`config.mk`:
```
export PLATFORM = sky130hd
export DESIGN_NAME = tff_mod_counter
export DESIGN_NICKNAME = d
export VERILOG_FILES = /design/src/rtl/tff_mod_counter_pkg.sv /design/src/rtl/tff_mod_counter_cell.sv /design/src/rtl/tff_mod_counter.sv
export SDC_FILE = /design/constraint.sdc
export NUM_CORES = 1
export LEC_CHECK = 0
export BUFFER_PORTS_ARGS = -buffer_cell sky130_fd_sc_hd__buf_2
export CAP_MARGIN = 20
export CORE_AREA = 2 2 39 41
export CTS_BUF_LIST = sky130_fd_sc_hd__clkbuf_8
export CTS_CLUSTER_DIAMETER = 60
export CTS_CLUSTER_SIZE = 14
export DETAILED_ROUTE_END_ITERATION = 8
export DIE_AREA = 0 0 41 43
export GPL_TIMING_DRIVEN = 0
export PLACE_DENSITY_LB_ADDON = 0.05
export REMOVE_ABC_BUFFERS = 1
export SYNTH_ARGS = -nofsm -noshare
export SYNTH_HDL_FRONTEND = slang
export SYNTH_HIERARCHICAL = 1
export SYNTH_SLANG_ARGS = --single-unit
export TNS_END_PERCENT = 20
```
`constraint.sdc`:
```
create_clock -name clk -period 2.1 [get_ports clk]
set_clock_uncertainty 0.2 [all_clocks]
set_input_delay 0.21 -clock clk [delete_from_list [all_inputs] [get_ports clk]]
set_output_delay 0.21 -clock clk [all_outputs]
set_load 0.01 [all_outputs]
```
`src/rtl/tff_mod_counter_pkg.sv`:
```
// Shared constants and next-value helpers for the toggle-flop modulo counter.
// Values are carried as 32-bit unsigned so one definition serves every WIDTH.
package tff_mod_counter_pkg;

    localparam logic DIR_UP = 1'b1;
    localparam logic DIR_DN = 1'b0;

    // Out-of-range states (only reachable when MODULUS < 2**WIDTH) recover to 0.
    function automatic int unsigned next_count(input int unsigned q,
                                               input logic        up_dn,
                                               input int unsigned modulus);
        int unsigned r;
        if (q >= modulus)
            r = 0;
        else if (up_dn == DIR_UP)
            r = (q == modulus - 1) ? 0 : q + 1;
        else
            r = (q == 0) ? modulus - 1 : q - 1;
        return r;
    endfunction

    function automatic int unsigned clamp_load(input int unsigned load_val,
                                               input int unsigned modulus);
        return (load_val >= modulus) ? modulus - 1 : load_val;
    endfunction

endpackage

```
`src/rtl/tff_mod_counter_cell.sv`:
```
// Single toggle flip-flop with synchronous active-high reset.
module tff_cell_sync (
    input  logic clk,
    input  logic rst,
    input  logic t,
    output logic q
);

    always_ff @(posedge clk) begin
        if (rst)
            q <= 1'b0;
        else
            q <= q ^ t;
    end

endmodule

```
`src/rtl/tff_mod_counter.sv`:
```
// Up/down modulo-N counter: a shared next-state generator drives a chain of
// T cells through t = q ^ q_next; adds terminal count and a sticky wrap flag.
module tff_mod_counter
    import tff_mod_counter_pkg::*;
#(
    parameter int WIDTH   = 4,
    parameter int MODULUS = 16
) (
    input  logic             clk,
    input  logic             rst,
    input  logic             en,
    input  logic             up_dn,
    input  logic             load,
    input  logic [WIDTH-1:0] load_val,
    output logic [WIDTH-1:0] q,
    output logic             tc,
    output logic             wrap
);

    localparam logic [WIDTH-1:0] MOD_LAST = WIDTH'(MODULUS - 1);

    logic [WIDTH-1:0] q_next;
    logic [WIDTH-1:0] t;

    // Reset is not folded in here; each cell clears itself on rst.
    always_comb begin
        q_next = q;
        if (load)
            q_next = WIDTH'(clamp_load(32'(load_val), MODULUS));
        else if (en)
            q_next = WIDTH'(next_count(32'(q), up_dn, MODULUS));
    end

    assign t  = q ^ q_next;

    assign tc = en & ~load &
                (((up_dn == DIR_UP) & (q == MOD_LAST)) |
                 ((up_dn == DIR_DN) & (q == '0)));

    always_ff @(posedge clk) begin
        if (rst)
            wrap <= 1'b0;
        else if (load)
            wrap <= 1'b0;
        else if (tc)
            wrap <= 1'b1;
    end

    for (genvar i = 0; i < WIDTH; i++) begin : g_cell
        tff_cell_sync u_cell (
            .clk (clk),
            .rst (rst),
            .t   (t[i]),
            .q   (q[i])
        );
    end

endmodule

```
After elaboration in Yosys (flattened, before gate mapping). Cells that the tools add are included. W data, S select, Z words.

Bits in registers: 5. Input port bits: 9.

$add $sub $neg: 2. Equality and inequality tests: 1. Mux-type cells: 5. Bitwise operators: 12. Reduce and logical (&&, ||, !) cells: 2.

Operator list (count): $mux W4 (5); $add A4 B1 Y4 const B (1); $and A1 B1 Y1 (4); $eq A4 B4 Y1 const B (1); $logic_not A4 Y1 (1); $sub A4 B1 Y4 const B (1); $xor A1 B1 Y1 (4); $xor A4 B4 Y4 (1); $not A1 Y1 (2); $reduce_or A2 Y1 (1); $or A1 B1 Y1 (1).

Longest topological paths before layout.
Depth after elaboration: 7. Gate-level depth with buffers: 8. Depth with buffers taken out: 8.

Cells and area by module. Netlist, hierarchy kept.

By module, submodules not included: tff_mod_counter (times used 1, cells an instance 44, area each 315.3 µm², seq. area each 20.0 µm²); tff_cell_sync (times used 4, cells an instance 3, area each 32.5 µm², seq. area each 20.0 µm²).

Worst setup path after synthesis. Ideal clock, no wire load.

Path type: register -> register. Start: register g_cell[1].u_cell.q. End: register g_cell[1].u_cell.q. Setup time: 0.115 ns. Arrival time: 1.486 ns. Data required time: 1.785 ns. Path slack: 0.299 ns. Stages on the path, launching flop included: 8. Path buffers: 0. Period minus slack after synthesis: 1.801 ns. Cells stage by stage: dfxtp_1 -> inv_1 -> ha_1 -> xnor2_1 -> xnor2_1 -> o21ai_0 -> xnor2_1 -> nor2_1.

Longest elaborated chain between the ends: 7. Elaborated cells on any way between the ends: 11.

RTL lines: from (decl) (line tff_mod_counter_cell.sv:6) `output logic q`; from (signal assigned) (line tff_mod_counter_cell.sv:13) `q <= q ^ t;`; $sub A4 B1 Y4, or another cell as far along (line tff_mod_counter_pkg.sv:18) `r = (q == 0) ? modulus - 1 : q - 1;`; $mux W4 (on tied branches) (line tff_mod_counter_pkg.sv:18, tff_mod_counter_pkg.sv:16); $mux W4 (line tff_mod_counter_pkg.sv:15) `else if (up_dn == DIR_UP)`; $mux W4 (line tff_mod_counter.sv:30) `else if (en)`; $mux W4 (line tff_mod_counter.sv:28) `if (load)`; $xor A4 B4 Y4 (*) (line tff_mod_counter.sv:34) `assign t = q ^ q_next;`; via t[1] (line tff_mod_counter.sv:23) `logic [WIDTH-1:0] t;`; $xor A1 B1 Y1 (*) (line tff_mod_counter_cell.sv:13).

Mark *: on every way through the listed nets, which the timed path passes. The rest lies on a longest branch. A chain may end at the register's enable or synchronous reset.

Worst setup path after layout.
Start: register g_cell[0].u_cell.q. End: output port tc.

Longest elaborated chain between the ends: 4. Elaborated cells on any way between the ends: 6.

RTL lines: from (decl) (line tff_mod_counter_cell.sv:6); from (signal assigned) (line tff_mod_counter_cell.sv:13); $eq A4 B4 Y1 or $logic_not A4 Y1 (tied branches) (line tff_mod_counter.sv:37, tff_mod_counter.sv:38); $and A1 B1 Y1 (on tied branches) (line tff_mod_counter.sv:37, tff_mod_counter.sv:38); $or A1 B1 Y1 (*) (line tff_mod_counter.sv:37) `(((up_dn == DIR_UP) & (q == MOD_LAST)) |`; $and A1 B1 Y1 (*) (line tff_mod_counter.sv:36) `assign tc = en & ~load &`; to (decl) (line tff_mod_counter.sv:16) `output logic tc,`.

Every way passes the cells marked *; elsewhere a longest branch is shown, timed or not.

==> flow_summary.toml <==
[run_status]
status = "completed"

[timing]
hold_viol_final = 0
fin_crit_sh_pct = 92.8
drv_slew = 0
worst_slew_pin_slew_ns = 0.331
worst_hold_slack_ns = 0.0102
min_period_ns = 1.95
relSlewSlack_pct = 77.9
fin_setup_tns_ns = 0
setup_viol = 0
timing.fmax_ghz = 0.513
rsz0062_at_grt = "false"

[grt]
grt_pass1_vias = 385
grt_max_degree = 11
grt_first_pass_wirelength_mm = 1.65
antenna_found_initial = 0
grt_overflow = 0
grtUsageTotal_pct = 14.0

[placed_design]
io_buffers = 14
dpl.cell_count = 84
gp_congestion = 0.662
dpl.hpwl_um = 741

[routing]
routed_wl_um = 991
route.detailed.drc = 0
firstDrtPassIters = 4
ant_nets = 0
avgRoutedWirePerCell_um = 11.3
vias = 420
drt_iter0_markers = 4
viasPerCell = 4.77

[critical_path]
end_kind = "output pin"
crit_chain = "inv_1 -> ha_1 -> nor4b_2 -> nand2b_1 -> and2_1 -> buf_2"
start_kind = "flip-flop"
reg2reg_to = "g_cell[0].u_cell/q$_SDFF_PP0_"
crit_end = "tc"
r2r_setup_slack_ns = 0.33
worstPathRequired_ns = 1.69
cp_slowest_cell = "dfxtp_2"
startpoint = "g_cell[0].u_cell/q$_SDFF_PP0_"
rr_worst_depth = 8
crit_type = "flip-flop to output pin"
critPathMaxStageDelay_ns = 0.40
worstPathMaxFanout = 8
regToRegStartpoint = "g_cell[0].u_cell/q$_SDFF_PP0_"
arrival_ns = 1.54

[synthesis]
synthCells = 56
seq_area_frac_synth_pct = 22.5
synth_seq_cells = 5
syn_area_um2 = 445
ys_types = 24
yosys-top-cells-area = "dfxtp_1, xnor2_1, nor2_1"
syn_area_per_cell_um2 = 7.95
yosysTopAreaCell = "dfxtp_1"
synth_top_area_share_pct = 22.5
ys_warn_count = 6

[cts]
cts.sinks = 5
cts_htree_levels = 1
cts_made_buffers = 3
clk_path_buf_depth = 2
clkLatencyLatePin_ns = 0.22
clk_pin_slew_ns = 0.03
cts_tree = "done"
root_buffer = "clkbuf_8"
post_cts_buffers = 0

[power]
p_seq_share_pct = 29.6
cellPowerDensity_nw_per_um2 = 1260
total_power_uw = 704
combPwrFrac_pct = 45.7
power_frac_clock_pct = 24.7
vdd.ir_drop.worst_mv = 0.495
switching_share_pct = 38.9
p_int_uw = 430
leakagePower_uw = 0.000266
p_sw_uw = 274

[floorplanning]
coreArea_um2 = 1380
placement_rows = 14
io_pins = 15
start_util_pct = 32.2
die_h_um = 43
dieArea_um2 = 1760
fp.dieW_um = 41

[final_layout]
stdcell_count = 88
diodes = 0
n_fill_cell = 156
multiInputGateArea_um2 = 304
final_nets = 84
seq_area_um2 = 103
drive_above_1_share_pct = 30.6
synthToLayoutAreaGrowth_pct = 25.8

[min_path]
hp-start = "rst"
hold_class = "input port to flip-flop"
hold_path_depth = 2

[run]
cap_violations = 0
-- worst min-delay path by stage --
stage                                         end  slack [ns]
floorplan                       wrap$_SDFFE_PP0P_        0.08
global placement    g_cell[0].u_cell/q$_SDFF_PP0_        0.25
detailed placement  g_cell[0].u_cell/q$_SDFF_PP0_        0.25
CTS                 g_cell[3].u_cell/q$_SDFF_PP0_        0.02
global route        g_cell[1].u_cell/q$_SDFF_PP0_        0.02
finish              g_cell[0].u_cell/q$_SDFF_PP0_        0.01
-- layer usage --
| layer | GRT usage, % | up-vias | wire [µm] |
|---|---|---|---|
| li1 | - | 224 | - |
| met1 | 20.4 | 186 | 495 |
| met2 | 18.1 | 8 | 445 |
| met3 | 3.14 | 2 | 34 |
| met4 | 8.00 | 0 | 14 |
| met5 | 0 | - | 0 |
-- layout by cell type (no fill, tap or decap), types with 3 or more instances in the layout --
master    count
clkbuf_8      3
xnor2_1       6
a21oi_1       4
dfxtp_1       3
o21ai_0       3
nor2_1        8
buf_2        14
inv_1         6
-- what timing repair did --
action	4_1_cts	5_1_grt
hold buffers	0	0
setup endpoints to repair	0	1
gates resized for setup	0	2
-- power groups by stage --
stage / sequential (µW) / combinational (µW) / clock [µW]
global route: 218 / 370 / 185
floorplan: 208 / 227 / 0
CTS: 205 / 326 / 180
finish: 209 / 322 / 174
global placement: 209 / 323 / 0
detailed placement: 207 / 322 / 0
-- through the flow --
stage	cell area, µm²	utilization, %	setup slack (ns)
after global routing	561	40.5	0.0771
after floorplan	423	-	0.299
after global placement	513	37.1	0.225
final	561	40.5	0.152
after detailed placement	513	37.1	0.220
after CTS	558	40.3	0.0248
-- cells in the mapped netlist --
cell type,number
a21oi_1,4
a221oi_1,1
a31oi_1,1
and2_1,1
buf_6,2
dfxtp_1,5
ha_1,2
inv_1,5
mux2i_1,1
nand2_1,2
nand2b_1,2
nand2b_4,1
nand3_1,2
nand4_1,2
nor2_1,8
nor3_2,1
nor4_1,1
nor4b_2,1
o21a_1,1
o21ai_0,3
o311a_1,1
o31ai_1,1
xnor2_1,6
xor2_1,2
-- sequential cells by signal, summed over array words and instances (netlist names) --
| signal | count |
|---|---|
| g_cell.u_cell/q | 4 |
| wrap | 1 |
-- layout make-up --
type                    count  share of cell area (%)
multi-input cells          44                    54.2
flip-flops and latches      5                    18.3
repair buffers             14                    12.5
clock buffers               3                    7.37
well taps                  16                    3.57
inverters                   5                    3.35
clock inverters             1                   0.670
-- logic make-up after synthesis --
kind of cell	after synthesis	share of synthesized area, %
compound gates	12	16.9
mux	1	2.25
buf+inv	7	9.27
xor+xnor	8	15.7
fa+ha+maj	2	5.62
simple gates	21	27.8
flops	5	22.5
-- critical path: cells and delay by family, from the launching register on --
kind | cells | cell delay [ns]
adder cells (fa/ha/maj) | 1 | 0.23
AND/OR/NAND/NOR | 3 | 0.47
flip-flops | 1 | 0.40
buffers and inverters | 2 | 0.21
No activity file was read; power rests on OpenSTA's default activity.
